## config.mk

```make
export PLATFORM = sky130hd
export DESIGN_NAME = boot_seq_arb
export DESIGN_NICKNAME = d
export VERILOG_FILES = /design/src/rtl/boot_seq_arb.sv
export SDC_FILE = /design/constraint.sdc
export NUM_CORES = 1
export LEC_CHECK = 0
export ABC_AREA = 1
export CORE_MARGIN = 3
export CORE_UTILIZATION = 33
export DETAILED_ROUTE_END_ITERATION = 7
export PLACE_DENSITY = 0.86
export SYNTH_ARGS = -nofsm -noshare
export SYNTH_HDL_FRONTEND = slang
export SYNTH_SLANG_ARGS = --single-unit
export TNS_END_PERCENT = 5
```

## constraint.sdc

```tcl
create_clock -name clk -period 4 [get_ports clk]
set_input_delay 1 -clock clk [delete_from_list [all_inputs] [get_ports clk]]
set_output_delay 1 -clock clk [all_outputs]
set_load 0.02 [all_outputs]
```

## src/rtl/boot_seq_arb.sv

```systemverilog
// rtl/boot_seq_arb.sv - boot ROM-to-RAM copy sequencer and CPU/SPI RAM round-robin arbiter
// Optional macro BOOT_PATCH_EN: loads patch_word into ROM slot 7 before each copy.
module boot_seq_arb #(
    parameter int AW        = 12,
    parameter int ROM_WORDS = 8,
    parameter int RAM_BASE  = 0
) (
    input  logic          clk,
    input  logic          rst,
    input  logic          reboot,
`ifdef BOOT_PATCH_EN
    input  logic [15:0]   patch_word,
`endif
    output logic          rom_cs,
    output logic          rom_we,
    output logic [3:0]    rom_addr,
    output logic [15:0]   rom_din,
    input  logic [15:0]   rom_dout,
    output logic          ram_cs,
    output logic          ram_we,
    output logic [AW-1:0] ram_addr,
    output logic [15:0]   ram_wdata,
    input  logic [15:0]   ram_rdata,
    input  logic          cpu_req,
    input  logic          cpu_we,
    input  logic [AW-1:0] cpu_addr,
    input  logic [15:0]   cpu_wdata,
    output logic          cpu_gnt,
    output logic [15:0]   cpu_rdata,
    input  logic          ext_req,
    input  logic          ext_we,
    input  logic [AW-1:0] ext_addr,
    input  logic [15:0]   ext_wdata,
    output logic          ext_gnt,
    output logic [15:0]   ext_rdata,
    output logic          cpu_rst_n,
    output logic          boot_done
);

    typedef enum logic [2:0] {
        S_RESET = 3'd0,
        S_PATCH = 3'd1,
        S_RD    = 3'd2,
        S_WR    = 3'd3,
        S_RUN   = 3'd4
    } state_t;

`ifdef BOOT_PATCH_EN
    localparam state_t S_BOOT = S_PATCH;
`else
    localparam state_t S_BOOT = S_RD;
`endif

    localparam logic [3:0]    LAST_IDX = 4'(ROM_WORDS - 1);
    localparam logic [AW-1:0] BASE     = AW'(RAM_BASE);

    state_t      state;
    state_t      next_state;
    logic [3:0]  idx;
    logic [15:0] cap;
    logic        ext_turn;
    logic        arb_on;
    logic        g_cpu;
    logic        g_ext;

    // Arbitration is live only in RUN and suppressed in the reboot cycle.
    assign arb_on = (state == S_RUN) && !reboot;
    assign g_cpu  = arb_on && cpu_req && (!ext_req || !ext_turn);
    assign g_ext  = arb_on && ext_req && (!cpu_req || ext_turn);

    assign cpu_gnt   = g_cpu;
    assign ext_gnt   = g_ext;
    assign cpu_rdata = ram_rdata;
    assign ext_rdata = ram_rdata;
    assign boot_done = (state == S_RUN);

    always_ff @(posedge clk or negedge rst) begin
        if (!rst) begin
            state <= S_RESET;
        end else begin
            state <= next_state;
        end
    end

    always_comb begin
        next_state = state;
        case (state)
            S_RESET: next_state = S_BOOT;
            S_PATCH: next_state = S_RD;
            S_RD:    next_state = S_WR;
            S_WR:    next_state = (idx == LAST_IDX) ? S_RUN : S_RD;
            S_RUN:   next_state = reboot ? S_BOOT : S_RUN;
            default: next_state = S_RESET;
        endcase
    end

    always_ff @(posedge clk or negedge rst) begin
        if (!rst) begin
            idx       <= 4'd0;
            cap       <= 16'd0;
            ext_turn  <= 1'b0;
            cpu_rst_n <= 1'b0;
        end else begin
            cpu_rst_n <= (next_state == S_RUN);
            if (state == S_RD) begin
                cap <= rom_dout;
            end
            if (state == S_WR && idx != LAST_IDX) begin
                idx <= idx + 4'd1;
            end
            if (state == S_RUN && reboot) begin
                idx      <= 4'd0;
                ext_turn <= 1'b0;
            end else if (g_cpu) begin
                ext_turn <= 1'b1;
            end else if (g_ext) begin
                ext_turn <= 1'b0;
            end
        end
    end

    always_comb begin
        rom_cs    = 1'b0;
        rom_we    = 1'b0;
        rom_addr  = 4'd0;
        rom_din   = 16'd0;
        ram_cs    = 1'b0;
        ram_we    = 1'b0;
        ram_addr  = '0;
        ram_wdata = 16'd0;
        case (state)
`ifdef BOOT_PATCH_EN
            S_PATCH: begin
                rom_cs   = 1'b1;
                rom_we   = 1'b1;
                rom_addr = 4'd7;
                rom_din  = patch_word;
            end
`endif
            S_RD: begin
                rom_cs   = 1'b1;
                rom_addr = idx;
            end
            S_WR: begin
                ram_cs    = 1'b1;
                ram_we    = 1'b1;
                ram_addr  = BASE + AW'(idx);
                ram_wdata = cap;
            end
            S_RUN: begin
                if (g_cpu) begin
                    ram_cs    = 1'b1;
                    ram_we    = cpu_we;
                    ram_addr  = cpu_addr;
                    ram_wdata = cpu_wdata;
                end else if (g_ext) begin
                    ram_cs    = 1'b1;
                    ram_we    = ext_we;
                    ram_addr  = ext_addr;
                    ram_wdata = ext_wdata;
                end
            end
            default: begin
            end
        endcase
    end

endmodule

```

==> key figures <==
Status
  – Outcome: complete, no violations

Yosys
  – Post-Synth Adder-Cell Area: 0.00639
  – Cell count after synthesis: approximately 300
  – Yosys top cell area share: 0.319
  – Cell taking the most area after synthesis: dfrtp_1
  – Post-synthesis cell type count: 16
  – Post-synthesis simple-gate area fraction: 0.402
  – YS warnings: 0
  – Synth Area in Compound Gates: 0.0192
  – Synth top area cells: dfrtp_1, nand2_1, buf_4
  – Mux contribution to synthesized area: 0
  – Syn_area_per_cell: 6.51 µm²
  – Register area share after synthesis: 0.319
  – Synth Register Bits: 25
  – Post-Synth XOR/XNOR Area: 0
  – Synthesized area: 0.00196 mm²
  – Largest family of logic cells by synthesized area: simple AND/OR/NAND/NOR gates

Routing
  – Routed len/inst: 12.3 µm
  – Total number of vias: 2,046
  – Via density: 4.49
  – Pre-Repair DR Iteration Count: 4
  – Wl on met1: 2190 µm
  – Top sig layer: met4
  – Routed wire length: 5600 µm
  – DRT iter0 DRCs: 85
  – DRC errors left: 0
  – ANT nets after route: 0
  – Routed wl met3: approximately 570 µm
  – WL met2: 2790 µm

Timing
  – Worst Tran Pin Value: about 1200 ps
  – Fin. Hold Viols: 0
  – Final Slew Violations: 0
  – Final setup fails: 0
  – Period utilization: 0.945
  – Total Neg Setup Slack: 0 ps
  – RSZ-0062 raised after global routing: no
  – Achievable Freq: ~0.26 GHz
  – Minimum clock period: 3780 ps
  – Clk_skew: between 6 and 7 ps
  – Worst slew margin: 0.216

Critical path
  – CP startpoint kind: input pin
  – CP most frequent cell: clkdlybuf4s50_1
  – CP peak stage delay: 600 ps
  – Critical Path Fanout Max: 15
  – Flop2flop setup slack: 2230 ps
  – Crit path DAT: 2780 ps
  – Cell Chain, Critical Path: clkdlybuf4s50_1 -> inv_1 -> nand3_2 -> nor2_4 -> buf_4 -> nand2_1 -> nand3_1 -> clkdlybuf4s50_1
  – Critical Setup Path Class: input pin to primary output
  – Worst reg2reg path depth: 6
  – CP required: ~3000 ps
  – R2r startpoint: state[2]$_DFF_PN0_
  – Worst Setup End Kind: primary output
  – Worst flop-to-flop path endpoint: cap[0]$_DFFE_PN0N_
  – Critical Path Slowest Stage Cell: clkdlybuf4s50_1

Placed design
  – GPL Wtd Cong: between 0.8 and 0.9
  – Detail Placement HPWL: 4570 µm
  – I/O Buffers: 117

Hold path
  – Cells on Worst Hold Path: 2
  – Hold path endpoint: cap[0]$_DFFE_PN0N_
  – Min-delay worst type: register to register
  – Hold path start: cap[0]$_DFFE_PN0N_

Power
  – VDD IR max: 0.000314 V
  – Leak: 1.40 nW
  – Pwr Total: 1.56 mW
  – Pwr Density: between 500 and 600 mW/mm²

Clock network
  – Post-CTS Hold Buffers: 0
  – CTS Buf Count: 3
  – CTS tree: done
  – H-tree levels: 1
  – Clock sink count: 25
  – Post-CTS setup buffers: 0
  – Clk Latency, worst-skew pair: around 260 ps
  – CTS root buf: clkbuf_8
  – CTS max path bufs: 2
  – Clock-pin slew on the worst setup and hold paths: around 80 ps
  – # resized after CTS: 0

Finish
  – Most frequent cells in the layout: nand2_1, clkdlybuf4s50_1, nand3_1
  – Commonest non-fill, non-tap cell in the layout: nand2_1
  – P&R area growth vs syn: 49.6%
  – Fraction of layout cells with a size suffix above 1: 0.0417
  – Layout fillers: approximately 540
  – Nets@finish: roughly 480
  – # diodes: 0

Global route
  – GRT Residual Overflow: 0
  – First-pass GRT wire length: 9130 µm
  – GRT Total Usage: 0.159
  – Initial antenna violation count: 0
  – Largest net degree at the start of global routing: 26
  – Via count of the first global-routing pass: 1,958

Floorplan
  – Cell row count: 27
  – Die width: 83.1 µm
  – Die height: slightly above 80 µm
  – Top-Level Pins: between 150 and 200
  – Initial Utilization: 0.347
  – Die area: ~0.007 mm²
  – Core area: 0.00564 mm²

Flow run
  – Max Cap Viol: 0
[state kept, by name (all words and copies together), names as in the netlist]
signal     flops
cap           16
idx            4
state          3
cpu_rst_n      1
ext_turn       1
[cells by family (layout without fill, tap and decap cells)]
kind of cell	Yosys count	after routing
and+or+nand+nor	193	193
buffers and inverters	74	141
adders and majority gates	1	1
DFF	25	25
other	1	17
AOI/OAI and AO/OA	7	7
[routing by layer]
layer	vias to the layer above	global-route usage
met3	9	0.0446
met1	893	0.184
met2	121	0.285
li1	1023	-
met4	0	0.0416
met5	-	0
[worst max-delay path: cells and delay by family]
kind	cells	cell delay, ps
buf+inv	4	1320
simple gates	4	450
[worst max path at each step]
stage	from	to	cells after the start
floorplan	ext_req	ram_cs	6
global placement	ext_req	ram_addr[0]	8
detailed placement	reboot	ram_wdata[3]	8
CTS	ext_req	ram_wdata[1]	8
global route	reboot	ram_wdata[1]	8
finish	reboot	ram_addr[0]	8
[stage by stage]
stage	area, µm²	util	cells	worst slack [ps]	hold WS [ps]
3_5_place_dp	2890	0.511	452	215	465
5_1_grt	2930	0.520	456	64.8	510
2_1_floorplan	2020	-	317	1240	449
6_report	2930	0.520	456	219	488
3_3_place_gp	2890	0.511	452	249	464
4_1_cts	2930	0.520	456	204	488
[cells in the mapped netlist (all sizes together)]
cell    instances
nor2           12
dfrtp          25
nand3          28
o21ai           6
o21bai          1
inv            14
buf            60
nand4           2
ha              1
conb            1
nand2         151
[power by group]
group / leakage [nW] / internal (mW) / switching, mW / total [mW]
clock: 0.0255 / 0.0696 / 0.0790 / 0.149
sequential: 0.306 / 0.370 / 0.0841 / 0.454
combinational: 1.07 / 0.421 / 0.533 / 0.954
total: 1.40 / 0.860 / 0.696 / 1.56
[final cells by class]
type / count / area [µm²] / area share
tap: 72 / 90.1 / 0.0307
inverter: 14 / 52.6 / 0.0179
sequential: 25 / 626 / 0.213
multi-input combinational: 218 / 901 / 0.307
clock inverter: 1 / 5.00 / 0.00171
clock buffer: 3 / 41.3 / 0.0141
timing repair buffer: 123 / 1220 / 0.415
No activity file was read; power rests on OpenSTA's default activity.
==> RTL edit (config.mk and constraints unchanged) <==
The option `BOOT_PATCH_EN` is turned on by a define.
--- a/src/rtl/boot_seq_arb.sv
+++ b/src/rtl/boot_seq_arb.sv
@@ -1,5 +1,7 @@
 // rtl/boot_seq_arb.sv - boot ROM-to-RAM copy sequencer and CPU/SPI RAM round-robin arbiter
 // Optional macro BOOT_PATCH_EN: loads patch_word into ROM slot 7 before each copy.
+`define BOOT_PATCH_EN
+
 module boot_seq_arb #(
     parameter int AW        = 12,
     parameter int ROM_WORDS = 8,
Interface: changed (added patch_word); port bits go from 183 to 199. No check against the original RTL was run, so the function may have changed too.
==> RTL edit against the unedited design <==
  * Sequential cell count unchanged
  * Final area up 18%
  * Count of clock-buffer cells in the layout up 1
  * Worst setup slack worse by 0.066 ns
  * Routed wire length up 37%
  * First-iteration DRC count up 120%
  * Total power up 17%
  * Area after synthesis up 7.0%
==> RTL edit: results (changes against the unedited design) <==
Run status
  • Result of the run: completed

Power and ir drop
  • Logic power comb: 1.19 mW (+25%)
  • Leakage power: 1.60 nW (+15%)
  • Combinational share of power: 65.7% (+4.4 points)
  • Fraction of power spent switching nets: 46.5% (+1.7 points)

Synth
  • Part of the Yosys area used for sequential elements: 29.9% (-2.1 points)
  • Ranking of synthesized cells by area: sky130_fd_sc_hd__dfrtp_1, sky130_fd_sc_hd__nand2_1, sky130_fd_sc_hd__nand3_1
  • Synth cell count leaders: sky130_fd_sc_hd__nand2_1, sky130_fd_sc_hd__nand3_1, sky130_fd_sc_hd__inv_1

Worst setup path
  • Max Fanout on Critical Path: 21 (+6)
  • Critical path arrival: 2.85 ns (+0.07 ns)
  • Largest incremental delay on the critical path: 0.63 ns (+0.03 ns)
  • Reg-to-reg setup timing slack: 2.37 ns (+0.14 ns)

Final layout
  • Fill cells: 560 (+3.9%)
  • Final Net Count: 547 (+14%)
  • Layout inverter count without the clock tree: 36 (+22)
  • Share of the final layout cell area in multi-input gates: 28.3% (-2.5 points)
  • Area occupied by multi-input gates: 981 um^2 (+8.9%)
  • Share of final layout cell area taken by clock buffers and inverters: 1.30% (-0.28 points)

GRT
  • Via count of the first global-routing pass: 2469 (+26%)

Placement
  • Hpwl dp: 6290 um (+38%)
  • Number of I/O port buffers: 150 (+28%)
  • Pre-CTS setup slack: 0.132 ns (-0.0829 ns)

STA
  • Portion of the clock cycle consumed by the worst path in the final layout: 96.2% (+1.6 points)
  • Worst Hold Margin: 0.479 ns (-0.00907 ns)
  • Max-slew headroom: 21.5% (-0.13 points)
  • Skew final: 0.00219 ns (-0.00471 ns)

Detailed routing
  • Number of DRC markers in iteration 0: 186 (+120%)
## RTL edit: changes by cell type in the layout (fill, tap and decap cells not counted), moves of 3 or more
cell / change
sky130_fd_sc_hd__inv_1: +23
sky130_fd_sc_hd__o21ai_2: +7
sky130_fd_sc_hd__o21ai_1: +3
sky130_fd_sc_hd__conb_1: -17
sky130_fd_sc_hd__o21ai_0: +3
sky130_fd_sc_hd__clkdlybuf4s50_1: +33
sky130_fd_sc_hd__nand3_1: +41
sky130_fd_sc_hd__nand2_1: -59
sky130_fd_sc_hd__buf_4: +3
sky130_fd_sc_hd__nor2_1: +9
## RTL edit: final timing paths
check | from | cells past startpoint | to
worst max-delay path | reboot | 8 | ram_addr[9]
worst min-delay path | cap[12]$_DFFE_PN0N_ | 2 | cap[12]$_DFFE_PN0N_
worst max register to register | state[1]$_DFF_PN0_ | 6 | idx[2]$_DFFE_PN0P_
worst min register to register | cap[12]$_DFFE_PN0N_ | 2 | cap[12]$_DFFE_PN0N_
max in group asynchronous | rst | 1 | ext_turn$_DFFE_PN0P_
min in group asynchronous | rst | 1 | cap[11]$_DFFE_PN0N_
## RTL edit: kinds of logic (layout without fill, tap and decap cells)
group / after synthesis / count (layout) / synth area share (%)
buffers and inverters: 86 / 200 / 23.5
and+or+nand+nor: 187 / 187 / 39.6
AOI/OAI and AO/OA: 20 / 20 / 6.03
xor gates and xnor gates: 1 / 1 / 0.418
DFF: 25 / 25 / 29.9
adders and majority gates: 1 / 1 / 0.597
## RTL edit: layer usage
metal	vias to the layer above	GRT usage, %	routed length [um]	share of wire (%)
met5	-	0	0	0
li1	1198	-	-	-
met4	0	3.74	82	1.1
met3	14	5.00	800	10
met1	1122	23.6	2900	38
met2	177	37.7	3880	51
